--- src/rtl/noc_pkg.sv ---
// noc_pkg: packet info codes, packet field offsets and the adapter FSM state type.
package noc_pkg;
  localparam int INFO_CONFIG    = 1;
  localparam int INFO_CALC      = 2;
  localparam int INFO_BCAST     = 3;
  localparam int INFO_FIN_BCAST = 4;
  localparam int INFO_FIN_COMP  = 5;

  typedef enum logic [1:0] {ST_IDLE, ST_CALC, ST_DRAIN} state_t;

  function automatic int addr_lsb(input int dw);
    return dw;
  endfunction

  function automatic int info_lsb(input int aw, input int dw);
    return aw + dw;
  endfunction
endpackage

--- src/rtl/ni_out_fifo.sv ---
// ni_out_fifo: dual-write single-read packet queue; a write finding no free slot is dropped.
module ni_out_fifo #(
  parameter int W = 36,
  parameter int DEPTH = 4,
  localparam int AW = $clog2(DEPTH)
) (
  input  logic          clk,
  input  logic          rst,
  input  logic          we0,
  input  logic [W-1:0]  d0,
  input  logic          we1,
  input  logic [W-1:0]  d1,
  input  logic          re,
  output logic [W-1:0]  head,
  output logic [AW:0]   count
);
  logic [W-1:0] mem [DEPTH];
  logic [AW-1:0] wr, rd;
  logic [AW:0] free;
  logic acc0, acc1;

  // Space is judged on the occupancy at the start of the cycle; a same-cycle read does not free a slot.
  always_comb begin
    free = (AW+1)'(DEPTH) - count;
    acc0 = we0 && free != '0;
    acc1 = we1 && free > (AW+1)'(acc0);
  end

  assign head = mem[rd];

  always_ff @(posedge clk) begin
    if (acc0) mem[wr] <= d0;
    if (acc1) mem[wr + AW'(acc0)] <= d1;
  end

  always_ff @(posedge clk or negedge rst)
    if (!rst) begin
      wr <= '0;
      rd <= '0;
      count <= '0;
    end else begin
      wr <= wr + AW'(acc0) + AW'(acc1);
      rd <= rd + AW'(re);
      count <= count + (AW+1)'(acc0) + (AW+1)'(acc1) - (AW+1)'(re);
    end
endmodule

--- src/rtl/pe_noc_adapter.sv ---
// pe_noc_adapter: bridges a router local port to a PE (config writes, control pulses, credits, output queue).
// Define NI_ERR_STATUS_EN to implement the sticky err_status bits {credit_ovf, oq_ovf, bad_info}.
module pe_noc_adapter
  import noc_pkg::*;
#(
  parameter int PE_IDX = 0,
  parameter int INFO_W = 4,
  parameter int ADDR_W = 16,
  parameter int DATA_W = 16,
  parameter int ACT_AW = 6,
  parameter int CREDIT_DEPTH = 4,
  parameter int OQ_DEPTH = 4,
  localparam int PKT_W = INFO_W + ADDR_W + DATA_W
) (
  input  logic                     clk,
  input  logic                     rst,
  input  logic                     in_valid,
  input  logic [PKT_W-1:0]         in_pkt,
  output logic                     out_valid,
  output logic [PKT_W-1:0]         out_pkt,
  input  logic                     downstream_credit,
  output logic                     upstream_credit,
  output logic                     cfg_we,
  output logic [3:0]               cfg_addr,
  output logic [DATA_W-1:0]        cfg_data,
  output logic                     act_we,
  output logic [ACT_AW-1:0]        act_waddr,
  output logic [DATA_W-1:0]        act_wdata,
  output logic                     pe_start_calc,
  output logic                     fin_broadcast,
  output logic                     layer_done,
  input  logic                     fin_comp,
  input  logic                     act_send_en,
  input  logic [ADDR_W-1:0]        act_send_addr,
  input  logic [DATA_W-1:0]        act_send_data,
  output logic                     router_rdy,
  input  logic                     pop_act,
  output logic                     push_act,
  output logic [ADDR_W+DATA_W-1:0] act,
  output logic                     pe_busy,
  output logic [2:0]               err_status
);
  localparam int CW = $clog2(CREDIT_DEPTH) + 1;
  localparam int QW = $clog2(OQ_DEPTH) + 1;
  localparam int IL = info_lsb(ADDR_W, DATA_W);
  localparam int AL = addr_lsb(DATA_W);

  logic [INFO_W-1:0] info;
  logic [ADDR_W-1:0] addr;
  logic [DATA_W-1:0] data;
  logic v, is_cfg, is_calc, is_bc, is_fb, is_fc, cfg_wr, act_wr, deq, cr_acc, fc_en;
  logic [CW-1:0] owed, credit_count;
  logic [QW-1:0] count;
  logic [PKT_W-1:0] head, act_pkt;
  state_t state;
  logic fin_seen;

  always_comb begin
    info = in_pkt[IL +: INFO_W];
    addr = in_pkt[AL +: ADDR_W];
    data = in_pkt[DATA_W-1:0];
    v = rst && in_valid;
    is_cfg = v && info == INFO_W'(INFO_CONFIG);
    is_calc = v && info == INFO_W'(INFO_CALC);
    is_bc = v && info == INFO_W'(INFO_BCAST);
    is_fb = v && info == INFO_W'(INFO_FIN_BCAST);
    is_fc = v && info == INFO_W'(INFO_FIN_COMP);
    cfg_wr = is_cfg && !addr[7];
    act_wr = is_cfg && addr[7];
    deq = count != '0 && credit_count != '0;
    cr_acc = downstream_credit && credit_count != CW'(CREDIT_DEPTH);
    fc_en = fin_comp && state == ST_CALC;
    act_pkt = {act_send_addr[ADDR_W-1] ? INFO_W'(INFO_FIN_BCAST) : INFO_W'(INFO_BCAST),
               act_send_addr, act_send_data};
    push_act = is_bc;
    act = is_bc ? {addr, data} : '0;
    upstream_credit = owed != '0;
    router_rdy = rst && count <= QW'(OQ_DEPTH - 2);
    pe_busy = state != ST_IDLE;
  end

  ni_out_fifo #(.W(PKT_W), .DEPTH(OQ_DEPTH)) u_oq (
    .clk(clk),
    .rst(rst),
    .we0(act_send_en),
    .d0(act_pkt),
    .we1(fc_en),
    .d1({INFO_W'(INFO_FIN_COMP), ADDR_W'(0), DATA_W'(PE_IDX)}),
    .re(deq),
    .head(head),
    .count(count)
  );

  always_ff @(posedge clk or negedge rst)
    if (!rst) begin
      cfg_we <= 1'b0;
      cfg_addr <= '0;
      cfg_data <= '0;
      act_we <= 1'b0;
      act_waddr <= '0;
      act_wdata <= '0;
      pe_start_calc <= 1'b0;
      fin_broadcast <= 1'b0;
      layer_done <= 1'b0;
      owed <= '0;
      credit_count <= CW'(CREDIT_DEPTH);
      out_valid <= 1'b0;
      out_pkt <= '0;
      state <= ST_IDLE;
      fin_seen <= 1'b0;
    end else begin
      cfg_we <= cfg_wr;
      cfg_addr <= cfg_wr ? addr[3:0] : '0;
      cfg_data <= cfg_wr ? data : '0;
      act_we <= act_wr;
      act_waddr <= act_wr ? addr[ACT_AW:1] : '0;
      act_wdata <= act_wr ? data : '0;
      pe_start_calc <= is_calc;
      fin_broadcast <= is_fb;
      layer_done <= is_fc;
      // Broadcasts are credited back later via pop_act; every other packet is credited at once.
      owed <= owed + CW'(v && !is_bc) + CW'(pop_act) - CW'(owed != '0);
      credit_count <= credit_count - CW'(deq) + CW'(cr_acc);
      out_valid <= deq;
      out_pkt <= deq ? head : '0;
      case (state)
        ST_IDLE: if (is_calc) state <= ST_CALC;
        ST_CALC: if (fin_comp) state <= ST_DRAIN;
        ST_DRAIN: if (fin_seen && count == '0) state <= ST_IDLE;
        default: state <= ST_IDLE;
      endcase
      fin_seen <= (state == ST_DRAIN && fin_seen && count == '0) ? 1'b0
                : fin_seen | (is_fc && state != ST_IDLE);
    end

`ifdef NI_ERR_STATUS_EN
  logic [QW-1:0] free;
  logic oq_ovf;

  always_comb begin
    free = QW'(OQ_DEPTH) - count;
    oq_ovf = (QW'(act_send_en) + QW'(fc_en)) > free;
  end

  always_ff @(posedge clk or negedge rst)
    if (!rst) err_status <= '0;
    else err_status <= err_status | {downstream_credit && !cr_acc, oq_ovf,
                                     v && !(is_cfg || is_calc || is_bc || is_fb || is_fc)};
`else
  assign err_status = '0;
`endif
endmodule

--- config.mk ---
export PLATFORM = sky130hd
export DESIGN_NAME = pe_noc_adapter
export DESIGN_NICKNAME = d
export VERILOG_FILES = /design/src/rtl/noc_pkg.sv /design/src/rtl/ni_out_fifo.sv /design/src/rtl/pe_noc_adapter.sv
export SDC_FILE = /design/constraint.sdc
export NUM_CORES = 1
export LEC_CHECK = 0
export BUFFER_PORTS_ARGS = -buffer_cell sky130_fd_sc_hd__buf_2
export CAP_MARGIN = 20
export CORE_ASPECT_RATIO = 1.25
export CORE_MARGIN = 2
export CORE_UTILIZATION = 59
export CTS_CLUSTER_DIAMETER = 40
export DETAILED_ROUTE_END_ITERATION = 8
export GPL_ROUTABILITY_DRIVEN = 0
export PLACE_DENSITY = 0.85
export SYNTH_ARGS = -nofsm -noshare
export SYNTH_HDL_FRONTEND = slang
export SYNTH_SLANG_ARGS = --single-unit
--- constraint.sdc ---
create_clock -name clk -period 4.75 [get_ports clk]
set_input_delay 0.7125 -clock clk [delete_from_list [all_inputs] [get_ports clk]]
set_output_delay 0.7125 -clock clk [all_outputs]
set_load 0.05 [all_outputs]
==> results list <==
- The run finished with clean final reports.
- Input/output buffers: slightly below 200
* Layout area overhead: 19.98%
* Resize count post-CTS: 0
* Peak supply drop: 422.0 uV
- After routing, the total negative slack on setup checks comes to 0 ps.
- After detailed routing, the average wire length per cell comes to between 15 and 20 um.
- Worst-Margin Slew: 976.5 ps
- The net count of the finished layout is roughly 1200.
- Part of the Yosys area used for sequential elements: 54.45%
* Power per cell area: a little over 700 mW/mm2
* Highest clock frequency the design can meet: between 200 and 300 MHz
- For this run, the detailed router's first-pass iteration total came to 5.
* Post-Syn Area: between 0.009 and 0.01 mm2
* Max Fanout on Critical Path: 9
- Final critical-path share of the clock period: 76.87%
- The floorplan step defined a core boundary enclosing 0.01614 mm2.
- The initial antenna violation count was 2.
- 198 I/O pins were placed.
- Entering global routing, the biggest net connects 57 pins.
- Worst setup startpoint: u_oq.count[0]$_DFF_PN0_
- Final hold violation count: 0
- For the final database, setup skew stands at approximately 20 ps.
- The completed layout was analyzed and its total power is 8.358 mW.
* Number of vias per cell after detailed routing: approximately 5.5
* Chip width: roughly 120 um
- Data arrives at the worst endpoint at ~4100 ps.
- The longest clock path from root to sink contains 3 buffers.
* Total setup violations reported at the end of the flow: 0
- The detailed router placed 7431 vias in this run.
- Via count of the first global-routing pass: 7468
- Global routing finished with a remaining overflow of 0.
* Clock tree from TritonCTS: built
* Residual DRC count: 0
- Of the cells placed in the final design, the portion with a size suffix greater than 1 is a little over a quarter.
- Across every metal layer, demand over resource in global routing totals 27.10%.
- Unrepaired setup endpoints after global routing: no
- Slew margin rel.: between 30% and 40%
- Most frequent cells in the layout: 271 x sky130_fd_sc_hd__nand2_1, 192 x sky130_fd_sc_hd__buf_2, 140 x sky130_fd_sc_hd__dfxtp_1
- Subtracting the final worst setup slack from the clock period gives approximately 3700 ps.
- For the worst setup path, the data required time is around 5200 ps.
* Type of the worst setup path: reg -> reg
- Max-cap violations in this run came to 0.
- Clock group share of total power: between 20% and 30%
- The worst setup path is launched from a register.
- A synthesized cell averages just over 10 um2.
* Final ANT Viol Nets: 0
* Type of the worst min-delay path: in -> async
- In this run the cell area measured after placement is approximately 0.011 mm2.
- Number of clock buffers inserted by TritonCTS: 24
- Detailed placement HPWL: around 15000 um
- Initial core utilization: between 60% and 70%
- Row Count: 52
- The share of total power dissipated in sequential elements is about 39%.
* Synth Warn #: 0
- Number of unique standard cell types used by synthesis: between 40 and 50
- STA classifies the critical path endpoint as a register.
- Fin area: 0.01164 mm2
- Cells fill between 70% and 80% of the core in the end.
* Die outline area: between 0.015 and 0.02 mm2
- Leak Pwr: 5.589 nW
* P_sw: approximately 3.1 mW
- For this run, the number of standard cells in the final layout without fillers is approximately 1400.
- Total wirelength of the detailed-routed design: between 20000 and 25000 um
- Switching fraction of total power: between 30% and 40%
- The synthesized design contains between 200 and 250 register bits.
* Top FF cell, synth: sky130_fd_sc_hd__dfxtp_1
- Clock transition at path regs: around 60 ps
- # clock sinks: ~240
- For this block, the initial DRC count from the detailed router was around 630.
- Hold Buf Count CTS: 0
* H-tree depth: 1
* Post-CTS setup repair buffer count: 0
* Source-to-sink clock delay at the later pin of the worst-skew pair: 520 ps
- Clk root buf: sky130_fd_sc_hd__clkbuf_16
- Cell Int Power: approximately 5.3 mW
* Most frequent standard cell in the layout excluding fill and tap cells: sky130_fd_sc_hd__nand2_1
- The startpoint identified for the worst register-to-register timing path is u_oq.count[0]$_DFF_PN0_.
* Number of synthesized flops with an enable pin: 0
* Async SR Flop Fraction: between 40% and 50%
* Chip height: around 150 um
* Share of total power in combinational logic: approximately 38%
* Count of final max-slew check failures: 0
- Including well taps, the total number of placed cells is 1314.
* First-pass GRT wire length: about 38000 um
- In the synthesized netlist, the number of instances is between 900 and 1000.
## cell usage after synthesis, types with 2 or more instances
master	instances	area, um2
sky130_fd_sc_hd__a2111oi_4	4	110.1
sky130_fd_sc_hd__a21oi_1	135	675.7
sky130_fd_sc_hd__and2_1	74	462.9
sky130_fd_sc_hd__and4b_1	2	20.02
sky130_fd_sc_hd__buf_1	3	11.26
sky130_fd_sc_hd__buf_2	21	105.1
sky130_fd_sc_hd__buf_4	9	67.56
sky130_fd_sc_hd__buf_6	6	67.56
sky130_fd_sc_hd__clkbuf_1	29	108.9
sky130_fd_sc_hd__dfrtp_1	98	2452
sky130_fd_sc_hd__dfxtp_1	140	2803
sky130_fd_sc_hd__fa_1	5	100.1
sky130_fd_sc_hd__ha_1	13	162.7
sky130_fd_sc_hd__inv_1	18	67.56
sky130_fd_sc_hd__mux4_2	35	788.3
sky130_fd_sc_hd__nand2_1	271	1017
sky130_fd_sc_hd__nand2b_1	5	31.28
sky130_fd_sc_hd__nand3b_1	8	60.06
sky130_fd_sc_hd__nand4bb_1	2	22.52
sky130_fd_sc_hd__nor2_1	3	11.26
sky130_fd_sc_hd__nor2b_1	37	231.5
sky130_fd_sc_hd__nor4bb_1	3	30.03
sky130_fd_sc_hd__xnor2_1	6	52.55
sky130_fd_sc_hd__xor2_1	2	17.52
## routing by layer
metal	GRT usage [%]	share of wire [%]
met1	30.44	36
met2	51.03	54
met3	4.076	7.8
met4	10.89	2.7
met5	0	0.055
## registers in the layout (all words and copies together) (netlist names)
register,flops
act_wdata,16
out_pkt,35
u_oq.wr,2
state,2
cfg_addr,4
fin_seen,1
out_valid,1
u_oq.count,3
act_waddr,6
u_oq.mem,140
layer_done,1
pe_start_calc,1
owed,3
u_oq.rd,2
credit_count,3
act_we,1
cfg_we,1
cfg_data,16
fin_broadcast,1
## metrics by stage
stage          worst slack, ps  hold slack, ps
2_1_floorplan             1839           416.9
3_3_place_gp              1403           438.3
3_5_place_dp              1244           443.1
4_1_cts                   1096           391.0
5_1_grt                  876.5           421.2
6_report                  1099           370.1
## power groups by stage
| stage | Combinational, mW | Clock [mW] | Sequential, mW |
|---|---|---|---|
| final | 3.14 | 1.93 | 3.28 |
| after global routing | 3.43 | 2.04 | 3.35 |
| after CTS | 3.16 | 1.96 | 3.26 |
| after detailed placement | 3.10 | 0 | 3.29 |
| after global placement | 2.97 | 0 | 3.25 |
| after floorplan | 2.09 | 0 | 3.52 |
## final cells by class
type | instances | area [um2]
Fill cell | 1134 | 4498
Clock inverter | 6 | 67.56
Inverter | 18 | 67.56
Sequential cell | 239 | 5284
Antenna cell | 1 | 2.502
Multi-Input combinational cell | 631 | 4050
Timing Repair Buffer | 210 | 1129
Tap cell | 216 | 270.3
Clock buffer | 38 | 767.0
## worst paths after layout
path / to / depth (start not counted) / slack (ps)
hold reg to reg: u_oq.mem[3][1]$_SDFFE_PP0P_ / 2 / 450
hold / removal: out_pkt[26]$_DFF_PN0_ / 2 / 370
setup reg to reg: u_oq.count[2]$_DFF_PN0_ / 11 / 1100
setup / recovery: u_oq.count[2]$_DFF_PN0_ / 11 / 1100
min in group clk: cfg_data[8]$_DFF_PN0_ / 2 / 420
max in group asynchronous: act_waddr[3]$_DFF_PN0_ / 3 / 3340
## worst max-delay path: stages (launching register included)
cell                       delay (ps)
sky130_fd_sc_hd__dfrtp_1          410
sky130_fd_sc_hd__inv_1            130
sky130_fd_sc_hd__ha_1             200
sky130_fd_sc_hd__ha_1             430
sky130_fd_sc_hd__nand2b_1         200
sky130_fd_sc_hd__inv_1             70
sky130_fd_sc_hd__ha_1             270
sky130_fd_sc_hd__or2_0            520
sky130_fd_sc_hd__a21oi_1          240
sky130_fd_sc_hd__fa_1             440
sky130_fd_sc_hd__fa_1             420
sky130_fd_sc_hd__xnor2_1          220
## logic make-up after synthesis
group                      count (synthesis)  share of synthesized area (%)
xor gates and xnor gates                   9                         0.8902
buffers and inverters                     86                          4.412
muxes                                     35                          8.127
and+or+nand+nor                          421                          20.89
other                                      1                        0.03866
DFF                                      239                          54.45
adders and majority gates                 18                          2.709
AOI/OAI and AO/OA                        144                          8.488
Note: power is estimated with default switching activity, not from simulation.
